===== src/rtl/cla_pkg.sv =====
// Shared constants and helpers for the pipelined carry-lookahead adder/subtractor.
package cla_pkg;

  localparam logic OP_ADD = 1'b0;
  localparam logic OP_SUB = 1'b1;

  // Widest datapath the saturation helpers can describe.
  localparam int SAT_MAX_W = 256;

  function automatic int cla_stages(input int width, input int block);
    return (width / block < 1) ? 1 : width / block;
  endfunction

  // Most positive two's-complement value of the given width: 0111...1
  function automatic logic [SAT_MAX_W-1:0] sat_pos(input int width);
    logic [SAT_MAX_W-1:0] r;
    r = '0;
    for (int i = 0; i < SAT_MAX_W; i++)
      if (i < width - 1) r[i] = 1'b1;
    return r;
  endfunction

  // Most negative two's-complement value of the given width: 1000...0
  function automatic logic [SAT_MAX_W-1:0] sat_neg(input int width);
    logic [SAT_MAX_W-1:0] r;
    r = '0;
    for (int i = 0; i < SAT_MAX_W; i++)
      if (i == width - 1) r[i] = 1'b1;
    return r;
  endfunction

endpackage


===== src/rtl/pipelined_cla_addsub_block.sv =====
// Combinational BLOCK-bit carry-lookahead slice; every carry is a flat
// generate/propagate sum-of-products from cin.
module cla_block #(
  parameter int BLOCK = 4
) (
  input  logic [BLOCK-1:0] a,
  input  logic [BLOCK-1:0] b,
  input  logic             cin,
  output logic [BLOCK-1:0] sum,
  output logic             cout,
  output logic             c_msb
);

  logic [BLOCK-1:0] g, p;
  logic [BLOCK:0]   c;

  assign g = a & b;
  assign p = a ^ b;

  always_comb begin
    logic acc, term;
    c    = '0;
    c[0] = cin;
    for (int i = 0; i < BLOCK; i++) begin
      acc = cin;
      for (int j = 0; j <= i; j++) acc = acc & p[j];
      for (int j = 0; j <= i; j++) begin
        term = g[j];
        for (int m = j + 1; m <= i; m++) term = term & p[m];
        acc = acc | term;
      end
      c[i+1] = acc;
    end
  end

  assign sum   = p ^ c[BLOCK-1:0];
  assign cout  = c[BLOCK];
  assign c_msb = c[BLOCK-1];

endmodule


===== src/rtl/pipelined_cla_addsub.sv =====
// WIDTH-bit signed add/subtract, one BLOCK-bit lookahead slice per stage.
// Define CLA_SATURATE_EN to clamp the result to the signed extreme on overflow.
module pipelined_cla_addsub
  import cla_pkg::*;
#(
  parameter int WIDTH = 16,
  parameter int BLOCK = 4
) (
  input  logic             clk,
  input  logic             rst,
  input  logic             in_valid,
  output logic             in_ready,
  input  logic [WIDTH-1:0] a,
  input  logic [WIDTH-1:0] b,
  input  logic             op,
  output logic             out_valid,
  input  logic             out_ready,
  output logic [WIDTH-1:0] sum,
  output logic             overflow,
  output logic             carry_out
);

  localparam int STAGES = cla_stages(WIDTH, BLOCK);

  logic [STAGES-1:0]            vld_q, vld_d;
  logic [STAGES-1:0]            c_q, c_d;
  logic [STAGES-1:0][WIDTH-1:0] a_q, a_d, b_q, b_d, s_q, s_d;
  logic                         ovf_q, ovf_d;

  // Index 0 is the input port side; index k+1 is the register after stage k.
  logic [STAGES:0][WIDTH-1:0]   src_a, src_b, src_s;
  logic [STAGES:0]              src_c, src_v;
  logic [WIDTH-1:0]             b_eff;

  logic [STAGES-1:0][BLOCK-1:0] blk_sum;
  logic [STAGES-1:0]            blk_cout, blk_cmsb;

  logic stall;

  assign stall    = vld_q[STAGES-1] && !out_ready;
  assign in_ready = !stall;

  assign b_eff = (op == OP_SUB) ? ~b : b;
  assign src_a = {a_q, a};
  assign src_b = {b_q, b_eff};
  assign src_s = {s_q, {WIDTH{1'b0}}};
  assign src_c = {c_q, op};
  assign src_v = {vld_q, in_valid};

  for (genvar k = 0; k < STAGES; k++) begin : g_stg
    cla_block #(.BLOCK(BLOCK)) u_blk (
      .a     (src_a[k][k*BLOCK +: BLOCK]),
      .b     (src_b[k][k*BLOCK +: BLOCK]),
      .cin   (src_c[k]),
      .sum   (blk_sum[k]),
      .cout  (blk_cout[k]),
      .c_msb (blk_cmsb[k])
    );
  end

`ifdef CLA_SATURATE_EN
  localparam logic [SAT_MAX_W-1:0] SAT_POS_W = sat_pos(WIDTH);
  localparam logic [SAT_MAX_W-1:0] SAT_NEG_W = sat_neg(WIDTH);
`endif

  always_comb begin
    vld_d = '0;
    c_d   = '0;
    a_d   = '0;
    b_d   = '0;
    s_d   = '0;
    for (int k = 0; k < STAGES; k++) begin
      vld_d[k] = src_v[k];
      a_d[k]   = src_a[k];
      b_d[k]   = src_b[k];
      s_d[k]   = src_s[k];
      s_d[k][k*BLOCK +: BLOCK] = blk_sum[k];
      c_d[k]   = blk_cout[k];
    end
    ovf_d = blk_cmsb[STAGES-1] ^ blk_cout[STAGES-1];
`ifdef CLA_SATURATE_EN
    // Overflow implies both operands share a sign, so a's MSB picks the rail.
    if (ovf_d)
      s_d[STAGES-1] = src_a[STAGES-1][WIDTH-1] ? SAT_NEG_W[WIDTH-1:0]
                                               : SAT_POS_W[WIDTH-1:0];
`endif
  end

  // A stall freezes every stage, bubbles included.
  always_ff @(posedge clk or posedge rst) begin
    if (rst) begin
      vld_q <= '0;
      c_q   <= '0;
      a_q   <= '0;
      b_q   <= '0;
      s_q   <= '0;
      ovf_q <= 1'b0;
    end else if (!stall) begin
      vld_q <= vld_d;
      c_q   <= c_d;
      a_q   <= a_d;
      b_q   <= b_d;
      s_q   <= s_d;
      ovf_q <= ovf_d;
    end
  end

  // Last-stage operand copies only exist to keep the skew chain uniform.
  logic unused_skew;
  assign unused_skew = ^{src_a[STAGES], src_b[STAGES]};

  assign out_valid = vld_q[STAGES-1];
  assign sum       = s_q[STAGES-1];
  assign overflow  = ovf_q;
  assign carry_out = c_q[STAGES-1];

endmodule


===== config.mk =====
export PLATFORM = sky130hd
export DESIGN_NAME = pipelined_cla_addsub
export DESIGN_NICKNAME = d
export VERILOG_FILES = /design/src/rtl/cla_pkg.sv /design/src/rtl/pipelined_cla_addsub_block.sv /design/src/rtl/pipelined_cla_addsub.sv
export SDC_FILE = /design/constraint.sdc
export NUM_CORES = 1
export LEC_CHECK = 0
export CORE_MARGIN = 2
export CORE_UTILIZATION = 55
export DETAILED_ROUTE_END_ITERATION = 6
export PLACE_DENSITY_LB_ADDON = 0.2
export SLEW_MARGIN = 20
export SYNTH_ARGS = -nofsm -noshare
export SYNTH_HDL_FRONTEND = slang
export SYNTH_SLANG_ARGS = --single-unit

===== constraint.sdc =====
create_clock -name clk -period 4.5 [get_ports clk]
set_input_delay 1.125 -clock clk [delete_from_list [all_inputs] [get_ports clk]]
set_output_delay 1.125 -clock clk [all_outputs]
set_load 0.05 [all_outputs]

==> results of run 1 <==
## final cells by class
type                    count  area (um2)
inverters                   8       32.53
flip-flops and latches     97        2427
fillers                   640        2520
well taps                 102       127.6
multi-input cells         330        1773
clock buffers              11       131.4
clock inverters             3       67.56
repair buffers             61       608.1
## state kept, by name, indices dropped and copies added (netlist names)
name,cells
sum,16
c_q,4
vld_q,4
b_d,24
overflow,1
a_d,24
s_d,24
## per-layer routing
metal  share of wire [%]  wire length (um)  GRT usage, %
met1                  49              3531         23.60
met2                  45              3269         31.88
met3                 3.8               272         4.557
met5                   0                 0             0
met4                 1.7               119         7.230
## logic make-up after synthesis
kind of cell,after synthesis,share of synthesized area (%)
flops,97,56.02
xor+xnor,20,4.043
fa+ha+maj,23,7.161
compound gates,55,8.490
buf+inv,31,3.234
simple gates,231,20.82
mux,1,0.2310
## worst max-delay path, cell delays in order
cell	delay, ns
sky130_fd_sc_hd__clkdlybuf4s50_1	0.45
sky130_fd_sc_hd__nor2b_4	0.13
sky130_fd_sc_hd__inv_2	0.06
sky130_fd_sc_hd__buf_12	0.14
## stage by stage
| stage | worst slack, ns | total power, mW |
|---|---|---|
| 5_1_grt | 1.435 | 3.850 |
| 4_1_cts | 1.463 | 3.589 |
| 6_report | 1.468 | 3.552 |
| 3_3_place_gp | 1.274 | 2.938 |
| 3_5_place_dp | 1.231 | 3.001 |
| 2_1_floorplan | 0.8413 | 2.587 |
## worst paths after layout
check	cells after the start	slack, ns	endpoint
worst max-delay path	4	1.47	in_ready
worst min-delay path	2	0.47	vld_q[2]
worst max register to register	5	2.65	s_d[39]
worst min register to register	2	0.47	vld_q[2]
max in group asynchronous	3	2.62	b_d[22]
min in group asynchronous	2	1.12	a_d[63]
## power groups by stage
stage / logic (mW) / clock network (mW) / registers, mW
3_5_place_dp: 1.52 / 0 / 1.48
2_1_floorplan: 0.864 / 0 / 1.72
3_3_place_gp: 1.47 / 0 / 1.46
6_report: 1.51 / 0.581 / 1.46
4_1_cts: 1.53 / 0.595 / 1.46
5_1_grt: 1.71 / 0.625 / 1.51
## synthesized netlist by cell type (all sizes together)
| cell type | instances | area, um2 |
|---|---|---|
| nand2 | 208 | 780.8 |
| dfrtp | 97 | 2427 |
| ha | 20 | 250.2 |
| o21ai | 20 | 100.1 |
| buf | 17 | 87.59 |
| xnor2 | 13 | 113.9 |
| o21a | 10 | 75.07 |
| inv | 8 | 30.03 |
| nor2 | 7 | 26.28 |
| xor2 | 7 | 61.31 |
| clkbuf | 6 | 22.52 |
| nor3 | 6 | 30.03 |
| o31ai | 6 | 45.04 |
| a21o | 4 | 30.03 |
| a21oi | 4 | 20.02 |
| o211a | 4 | 40.04 |
| fa | 3 | 60.06 |
| nand2b | 3 | 18.77 |
| a22oi | 2 | 15.01 |
| a31o | 2 | 17.52 |
| and2 | 2 | 12.51 |
| o31a | 2 | 17.52 |
| or3 | 2 | 12.51 |
| mux2i | 1 | 10.01 |
| nand3 | 1 | 5.000 |
| nor2b | 1 | 6.260 |
| o211ai | 1 | 7.510 |
| or4b | 1 | 10.01 |
==> summary.txt, run 1 <==
=====================================================================================
Status .................................................................    completed
Part of the power in registers .........................................        41.1%
Min-delay src ..........................................................     vld_q[2]
Actual slew at the worst max-slew pin ..................................     1.067 ns
Crit Path Class ........................................................ primary input to primary output
I/O pin count ..........................................................           57
# rows .................................................................           32
Final critical path time including I/O delays and setup ................     3.032 ns
Switch share ...........................................................       39.23%
Pwr dens ............................................................... 687.3 nW/um2
Die extent in y ........................................................     92.76 um
Share of layout cells above drive strength 1 ...........................       4.118%
Synth cell types .......................................................           31
Vias per Instance ......................................................        4.989
Initial DRC count ......................................................          173
Average routed wire per standard cell ..................................     11.75 um
Post-synthesis cell count ..............................................          458
Number of antenna violations at the first check in global routing ......            0
Hold/Removal Path Class ................................................ register to register
Clock network latency to the later pin of the worst-skew pair ..........      0.35 ns
Worst hold margin ......................................................    0.4651 ns
Reg clk slew, reported paths ...........................................      0.08 ns
Resized cells post-CTS .................................................            0
Count of endpoints failing setup in the final report ...................            0
Required @ worst endpoint ..............................................      3.38 ns
# port buffers .........................................................           56
Number of levels the H-tree was split into .............................            3
Master cell of the clock root buffer ................................... sky130_fd_sc_hd__clkbuf_8
Initial core utilization ...............................................       56.36%
Worst reg2reg startpoint ...............................................      a_d[20]
Critical Path Start Type ............................................... primary input
Total Die Area .........................................................     8604 um2
Total number of yosys warnings .........................................            0
Final critical-path share of the clock period ..........................       67.38%
Post-DP HPWL ...........................................................      4846 um
Post-layout instance count excluding filler cells ......................          612
Final Instance Area ....................................................     5167 um2
Combinational share of power ...........................................        42.6%
Flip-flop and latch count after synthesis ..............................           97
Largest vdd supply drop ................................................    0.2628 mV
Cell-internal power ....................................................     2.158 mW
TritonCTS clock tree ...................................................         done
Number of hold-repair buffers added at the cts stage ...................            0
Core outline area ......................................................     7687 um2
Number of maximum-capacitance violations ...............................            0
Total Neg Setup Slack ..................................................         0 ns
Sequential share of the synthesized area ...............................       56.02%
Final layout net count .................................................          567
Type of destination of the critical path ............................... primary output
Lkg Pwr ................................................................     2.578 nW
Net switching power ....................................................     1.393 mW
Global router's overall resource usage .................................       18.89%
Clk sink count .........................................................           97
Count of vias placed by the detailed router ............................        3,053
Hold violation count in the final report ...............................            0
Clock group share of total power .......................................        16.3%
Die extent in x ........................................................     92.76 um
Cell area after placement ..............................................     4969 um2
Leading cell types in the layout, fill and taps excluded ............... 208 x sky130_fd_sc_hd__nand2_1, 97 x sky130_fd_sc_hd__dfrtp_1, 55 x sky130_fd_sc_hd__clkdlybuf4s50_1
TritonCTS Buffers ......................................................            9
Slew Viols, Final ......................................................            0
Placed Cells incl. Taps ................................................          598
Total grt overflow .....................................................            0
Global-route wire length before repair .................................    12,920 um
Avg Inst Size Synth ....................................................    9.460 um2
RePlAce Congestion .....................................................       0.7229
Number of buffers on the longest clock path ............................            2
Arr. time, crit path ...................................................      1.91 ns
Most frequent standard cell in the layout excluding fill and tap cells . sky130_fd_sc_hd__nand2_1
Number of diodes .......................................................            0
Drt total wl ...........................................................      7193 um
Crit Path Max Fanout ...................................................            2
Maximum number of pins on one net before global-route repair ...........          114
Via count of the first global-routing pass .............................        3,015
Setup Buffers After CTS ................................................            0
Critical path origin ...................................................    out_ready
Number of design rule violations left after detail routing .............            0
Fin Clk Skew ...........................................................   0.01041 ns
First-pass detailed-route iteration total ..............................            4
Highest Clock Rate .....................................................    329.8 MHz
Cell area after synthesis ..............................................     4333 um2
Slew HR ................................................................       28.87%
Net count of the mapped netlist ........................................          518
Synth-to-layout area growth ............................................       19.26%
Unrepaired setup endpoints after global routing ........................        false
Final ANT Viol Nets ....................................................            0
Final Util .............................................................       67.22%
=====================================================================================
Power figures use the tool's default switching activity.
==> inputs of run 2 (changes only) <==
==> constraint.sdc (replaced) <==
create_clock -name clk -period 3.15 [get_ports clk]
set_input_delay 0.7875 -clock clk [delete_from_list [all_inputs] [get_ports clk]]
set_output_delay 0.7875 -clock clk [all_outputs]
set_load 0.05 [all_outputs]
==> run 2 against run 1 <==
Sequential cell count did not move. Sequential power rose by 43%. Wire length rose by 2.3%. Worst setup slack got worse by 0.69 ns. Non-clock buffer count rose by 1. Worst hold slack improved by 0.0047 ns. Power rose by 44%. Largest power group unchanged.
==> summary.txt, run 2 (synthesized netlist as in run 1, its figures left out) <==
=====================================================================================
Status .................................................................    completed
Die extent in y ........................................................     92.76 um
Clk sink count .........................................................           97
Min-delay src ..........................................................       sum[1]
Number of levels the H-tree was split into .............................            3
Unrepaired setup endpoints after global routing ........................        false
Worst reg2reg startpoint ...............................................      a_d[20]
Placed Cells incl. Taps ................................................          599
Worst setup slack for register-to-register paths .......................      1.28 ns
Post-layout instance count excluding filler cells ......................          615
TritonCTS Buffers ......................................................            9
Crit Path Max Fanout ...................................................            3
Worst R2R Path Depth ...................................................            5
Fin Clk Skew ...........................................................   0.01041 ns
Post-DP HPWL ...........................................................      4957 um
Total Neg Setup Slack ..................................................         0 ns
Count of endpoints failing setup in the final report ...................            0
Number of design rule violations left after detail routing .............            0
Clock network latency to the later pin of the worst-skew pair ..........      0.36 ns
Reg clk slew, reported paths ...........................................      0.09 ns
Worst min-delay path endpoint ..........................................       sum[1]
Slew Viols, Final ......................................................            0
I/O pin count ..........................................................           57
Hold violation count in the final report ...............................            0
Final critical-path share of the clock period ..........................       75.43%
Final critical path time including I/O delays and setup ................     2.376 ns
Total Die Area .........................................................     8604 um2
First-pass detailed-route iteration total ..............................            4
Average routed wire per standard cell ..................................     11.96 um
Global router's overall resource usage .................................       19.11%
Critical Path Start Type ............................................... primary input
TritonCTS clock tree ...................................................         done
Post-route worst setup slack ...........................................    0.7738 ns
Master cell of the clock root buffer ................................... sky130_fd_sc_hd__clkbuf_8
# rows .................................................................           32
Overall power consumption ..............................................     5.131 mW
WHS Path Cells .........................................................            2
Slew HR ................................................................       49.31%
Maximum number of pins on one net before global-route repair ...........           98
Number of hold-repair buffers added at the cts stage ...................            0
Initial core utilization ...............................................       56.36%
Number of antenna violations at the first check in global routing ......            0
Required @ worst endpoint ..............................................      2.36 ns
Most frequent standard cell in the layout excluding fill and tap cells . sky130_fd_sc_hd__nand2_1
Final layout net count .................................................          568
Setup Buffers After CTS ................................................            0
Global-route wire length before repair .................................    13,070 um
Resized cells post-CTS .................................................            0
Lkg Pwr ................................................................     2.592 nW
Number of diodes .......................................................            0
Share of layout cells above drive strength 1 ...........................       4.873%
Leading cell types in the layout, fill and taps excluded ............... 208 x sky130_fd_sc_hd__nand2_1, 97 x sky130_fd_sc_hd__dfrtp_1, 55 x sky130_fd_sc_hd__clkdlybuf4s50_1
Vias per Instance ......................................................        4.982
Highest Clock Rate .....................................................    420.8 MHz
Total grt overflow .....................................................            0
Crit Path Class ........................................................ primary input to primary output
Drt total wl ...........................................................      7357 um
Core outline area ......................................................     7687 um2
Reg-to-reg critical path endpoint ......................................      s_d[39]
Die extent in x ........................................................     92.76 um
Count of vias placed by the detailed router ............................        3,064
Type of destination of the critical path ............................... primary output
Actual slew at the worst max-slew pin ..................................    0.7604 ns
Final ANT Viol Nets ....................................................            0
# port buffers .........................................................           56
Largest vdd supply drop ................................................    0.4663 mV
Pwr dens ............................................................... 985.0 nW/um2
Number of maximum-capacitance violations ...............................            0
Initial DRC count ......................................................          160
Synth-to-layout area growth ............................................       20.21%
Via count of the first global-routing pass .............................        2,977
Setup Slack @ Placement ................................................    0.4257 ns
RePlAce Congestion .....................................................       0.8261
Arr. time, crit path ...................................................      1.59 ns
Number of buffers on the longest clock path ............................            2
Hold/Removal Path Class ................................................ register to register
=====================================================================================
run 2: cell count changes in the layout (fill, tap and decap cells not counted), sizes merged:
cell	previous run	this run
buf	6	7
clkbuf	11	10
clkinv	0	1
clkinvlp	1	3
run 2: stage by stage:
step           utilization (%)  hold slack, ns  area [um2]
2_1_floorplan                -          0.4300        4337
3_3_place_gp             64.91          0.4480        4990
3_5_place_dp             64.91          0.4543        4990
4_1_cts                  67.76          0.4764        5209
5_1_grt                  67.76          0.4954        5209
6_report                 67.76          0.4698        5209
run 2: cell type report:
class                           instances  area [um2]
Inverter                                8       33.78
Fill cell                             656        2479
Sequential cell                        97        2427
Clock buffer                           10       127.6
Clock inverter                          6       91.34
Multi-Input combinational cell        330        1773
Timing Repair Buffer                   62       628.1
Tap cell                              102       127.6
run 2: worst max-delay path by stage:
stage,from,end,slack (ns),cells past startpoint
detailed placement,b[0],s_d[19],0.43,7
floorplan,op,c_q[0],0.63,8
CTS,out_ready,in_ready,0.77,4
global placement,b[0],c_q[0],0.48,7
global route,op,s_d[19],0.72,7
finish,out_ready,in_ready,0.77,4
run 2: critical path: stages:
cell and delay (ns):
sky130_fd_sc_hd__clkdlybuf4s50_1 0.45, sky130_fd_sc_hd__nor2b_4 0.15, sky130_fd_sc_hd__inv_2 0.06, sky130_fd_sc_hd__buf_12 0.14
run 2: layer usage:
layer	vias to the layer above	GRT usage, %	wire length (um)
met4	0	8.088	134
met3	10	3.173	239
li1	1562	-	-
met2	58	31.04	3323
met1	1434	25.63	3659
met5	-	0	0
run 2: report_power, final:
part / leakage (nW) / switching (mW) / internal [mW] / total [mW]
Combinational: 1.32 / 1.31 / 0.852 / 2.16
Clock: 0.104 / 0.423 / 0.451 / 0.875
Sequential: 1.17 / 0.299 / 1.80 / 2.09
Total: 2.59 / 2.03 / 3.10 / 5.13
==> inputs of run 3 (changes only) <==
--- a/config.mk
+++ b/config.mk
@@ -6,7 +6,7 @@
 export NUM_CORES = 1
 export LEC_CHECK = 0
 export CORE_MARGIN = 2
-export CORE_UTILIZATION = 55
+export CORE_UTILIZATION = 50
 export DETAILED_ROUTE_END_ITERATION = 6
 export PLACE_DENSITY_LB_ADDON = 0.2
 export SLEW_MARGIN = 20
==> constraint.sdc (replaced) <==
create_clock -name clk -period 2.03 [get_ports clk]
set_input_delay 0.5075 -clock clk [delete_from_list [all_inputs] [get_ports clk]]
set_output_delay 0.5075 -clock clk [all_outputs]
set_load 0.05 [all_outputs]
==> run 3 against run 2 <==
Sequential power up 55%. Via count down 0.46%. Global-route usage down 2.0 points. Power grew 51%. Final cell count rose by 1.8%. Wire length rose by 1.4%. Clock-buffer cell count is 1 higher. Critical path depth is 3 higher. Sequential share of layout area shrank 0.29 points. Cell area grew 0.62%. Critical endpoint is now c_q[0]. Largest cell class unchanged. Largest power group unchanged. Highest routed layer unchanged.
==> summary.txt, run 3 (synthesized netlist as in run 1, its figures left out) <==
======================================================================================
Clock network latency to the later pin of the worst-skew pair ...........      0.36 ns
Total Die Area ..........................................................     9426 um2
Core outline area .......................................................     8299 um2
Number of buffers on the longest clock path .............................            2
Buffers plus inverters on the worst setup path ..........................            1
Leading cell types in the layout, fill and taps excluded ................ 208 x sky130_fd_sc_hd__nand2_1, 97 x sky130_fd_sc_hd__dfrtp_1, 36 x sky130_fd_sc_hd__clkdlybuf4s50_1
Count of endpoints failing setup in the final report ....................            0
Die extent in x .........................................................     97.09 um
Master cell of the clock root buffer .................................... sky130_fd_sc_hd__clkbuf_8
Average routed wire per standard cell ...................................     11.91 um
Final ANT Viol Nets .....................................................            0
Final layout net count ..................................................          576
Setup Buffers After CTS .................................................            0
Synth-to-layout area growth .............................................       20.96%
Hold/Removal Path Class ................................................. register to register
RePlAce Congestion ......................................................       0.8391
Count of vias placed by the detailed router .............................        3,050
Setup Slack @ Placement .................................................   -0.3300 ns
Cell-internal power .....................................................     4.575 mW
Actual slew at the worst max-slew pin ...................................    0.5011 ns
Type of destination of the critical path ................................     register
Unrepaired setup endpoints after global routing .........................        false
Number of diodes ........................................................            0
Cell breakdown of the critical path ..................................... clkdlybuf4s50_1, xor2_1, ha_1, ha_2, o211a_1, o21a_1, o31a_1
Worst min-delay path endpoint ...........................................       sum[6]
Post-route worst setup slack ............................................   0.05368 ns
Reg-to-reg critical path endpoint .......................................      s_d[39]
Total grt overflow ......................................................            0
Via count of the first global-routing pass ..............................        3,010
Number of maximum-capacitance violations ................................            0
# rows ..................................................................           33
Library cell contributing the largest single delay on the critical path . sky130_fd_sc_hd__clkdlybuf4s50_1
Overall power consumption ...............................................     7.734 mW
Critical Path Start Type ................................................ primary input
Slew Viols, Final .......................................................            0
Largest vdd supply drop .................................................    0.5605 mV
Worst setup slack for register-to-register paths ........................      0.16 ns
Highest Clock Rate ......................................................    506.0 MHz
Initial DRC count .......................................................          118
# port buffers ..........................................................           56
TritonCTS clock tree ....................................................         done
Most frequent standard cell in the layout excluding fill and tap cells .. sky130_fd_sc_hd__nand2_1
Post-layout instance count excluding filler cells .......................          626
Number of levels the H-tree was split into ..............................            3
Part of the power in registers ..........................................        41.9%
Share of layout cells above drive strength 1 ............................       7.869%
Hold violation count in the final report ................................            0
Number of design rule violations left after detail routing ..............            0
Global router's overall resource usage ..................................       17.07%
Number of antenna violations at the first check in global routing .......            0
Pwr dens ................................................................  1476 nW/um2
Status ..................................................................    completed
Fin Clk Skew ............................................................   0.01278 ns
Clk sink count ..........................................................           97
Crit Path Max Fanout ....................................................            2
Arr. time, crit path ....................................................      2.23 ns
Final critical-path share of the clock period ...........................       97.36%
Switch share ............................................................       40.85%
CP max stage delay ......................................................      0.49 ns
Vias per Instance .......................................................        4.872
Worst reg2reg startpoint ................................................      a_d[20]
Drt total wl ............................................................      7458 um
Combinational share of power ............................................        43.4%
Final Util ..............................................................       63.15%
Min-delay src ...........................................................       sum[6]
Required @ worst endpoint ...............................................      2.29 ns
Crit Path Class ......................................................... primary input to register
Family with the most delay on the worst path ............................ compound AO/OA/AOI/OAI gates
Lkg Pwr .................................................................     2.675 nW
Final critical path time including I/O delays and setup .................     1.976 ns
Global-route wire length before repair ..................................    13,290 um
Maximum number of pins on one net before global-route repair ............           74
Post-DP HPWL ............................................................      5171 um
WHS Path Cells ..........................................................            2
Initial core utilization ................................................       52.21%
Worst R2R Path Depth ....................................................            5
I/O pin count ...........................................................           57
Clock group share of total power ........................................        14.8%
Slew HR .................................................................       66.54%
Placed Cells incl. Taps .................................................          610
Die extent in y .........................................................     97.09 um
Number of hold-repair buffers added at the cts stage ....................            0
TritonCTS Buffers .......................................................            9
Net switching power .....................................................     3.160 mW
First-pass detailed-route iteration total ...............................            4
Reg clk slew, reported paths ............................................      0.10 ns
======================================================================================
-- run 3: cell types whose count changed in the layout (fill, tap and decap cells not counted), moves of 2 or more --
cell and delta:
sky130_fd_sc_hd__clkdlybuf4s50_1 -19, sky130_fd_sc_hd__dlygate4sd2_1 +9, sky130_fd_sc_hd__dlymetal6s2s_1 +3, sky130_fd_sc_hd__bufinv_16 -2
sky130_fd_sc_hd__buf_12 +2, sky130_fd_sc_hd__buf_4 +13
-- run 3: worst min-delay path: cells and delay by family, from the launching register on --
kind             cells  cell delay [ns]
flip-flops           1             0.35
AND/OR/NAND/NOR      2             0.09
-- run 3: per-stage QoR --
stage	cell area [um2]	hold WS, ns	setup TNS [ns]
after global routing	5241	0.4919	0
after global placement	5064	0.4437	-0.7441
final	5241	0.4624	0
after floorplan	4353	0.4300	-0.05717
after detailed placement	5064	0.4490	-0.9253
after CTS	5234	0.4729	0
-- run 3: worst max-delay path by stage --
stage,to,from,cells after the start
after global placement,c_q[0],b[0],7
after CTS,out_valid,vld_q[3],1
final,c_q[0],b[0],7
after floorplan,c_q[0],op,8
after global routing,s_d[18],op,7
after detailed placement,c_q[0],b[0],7
-- run 3: layout make-up --
class | count | area, um2
clock inverter | 5 | 40.04
clock buffer | 11 | 141.4
timing repair buffer | 70 | 691.9
sequential | 97 | 2427
multi-input combinational | 330 | 1775
inverter | 8 | 33.78
tap | 105 | 131.4
fill | 705 | 3058
-- run 3: timing repair --
item / in CTS / in global routing
endpoints found under the hold margin: 0 / 0
gates resized for setup: 9 / 3
setup endpoints to repair: 9 / 3
-- run 3: power by group through the flow --
stage	clock network [mW]	logic [mW]	registers, mW
global placement	0	3.35	3.25
floorplan	0	1.92	3.82
detailed placement	0	3.44	3.29
global route	1.26	3.78	3.35
finish	1.14	3.35	3.24
CTS	1.18	3.41	3.25
-- run 3: metal layers --
metal | vias to the layer above | wire length (um) | GRT usage [%]
met1 | 1409 | 3615 | 21.85
li1 | 1586 | - | -
met3 | 10 | 339 | 4.604
met2 | 45 | 3401 | 28.42
met5 | - | 0 | 0
met4 | 0 | 102 | 5.417
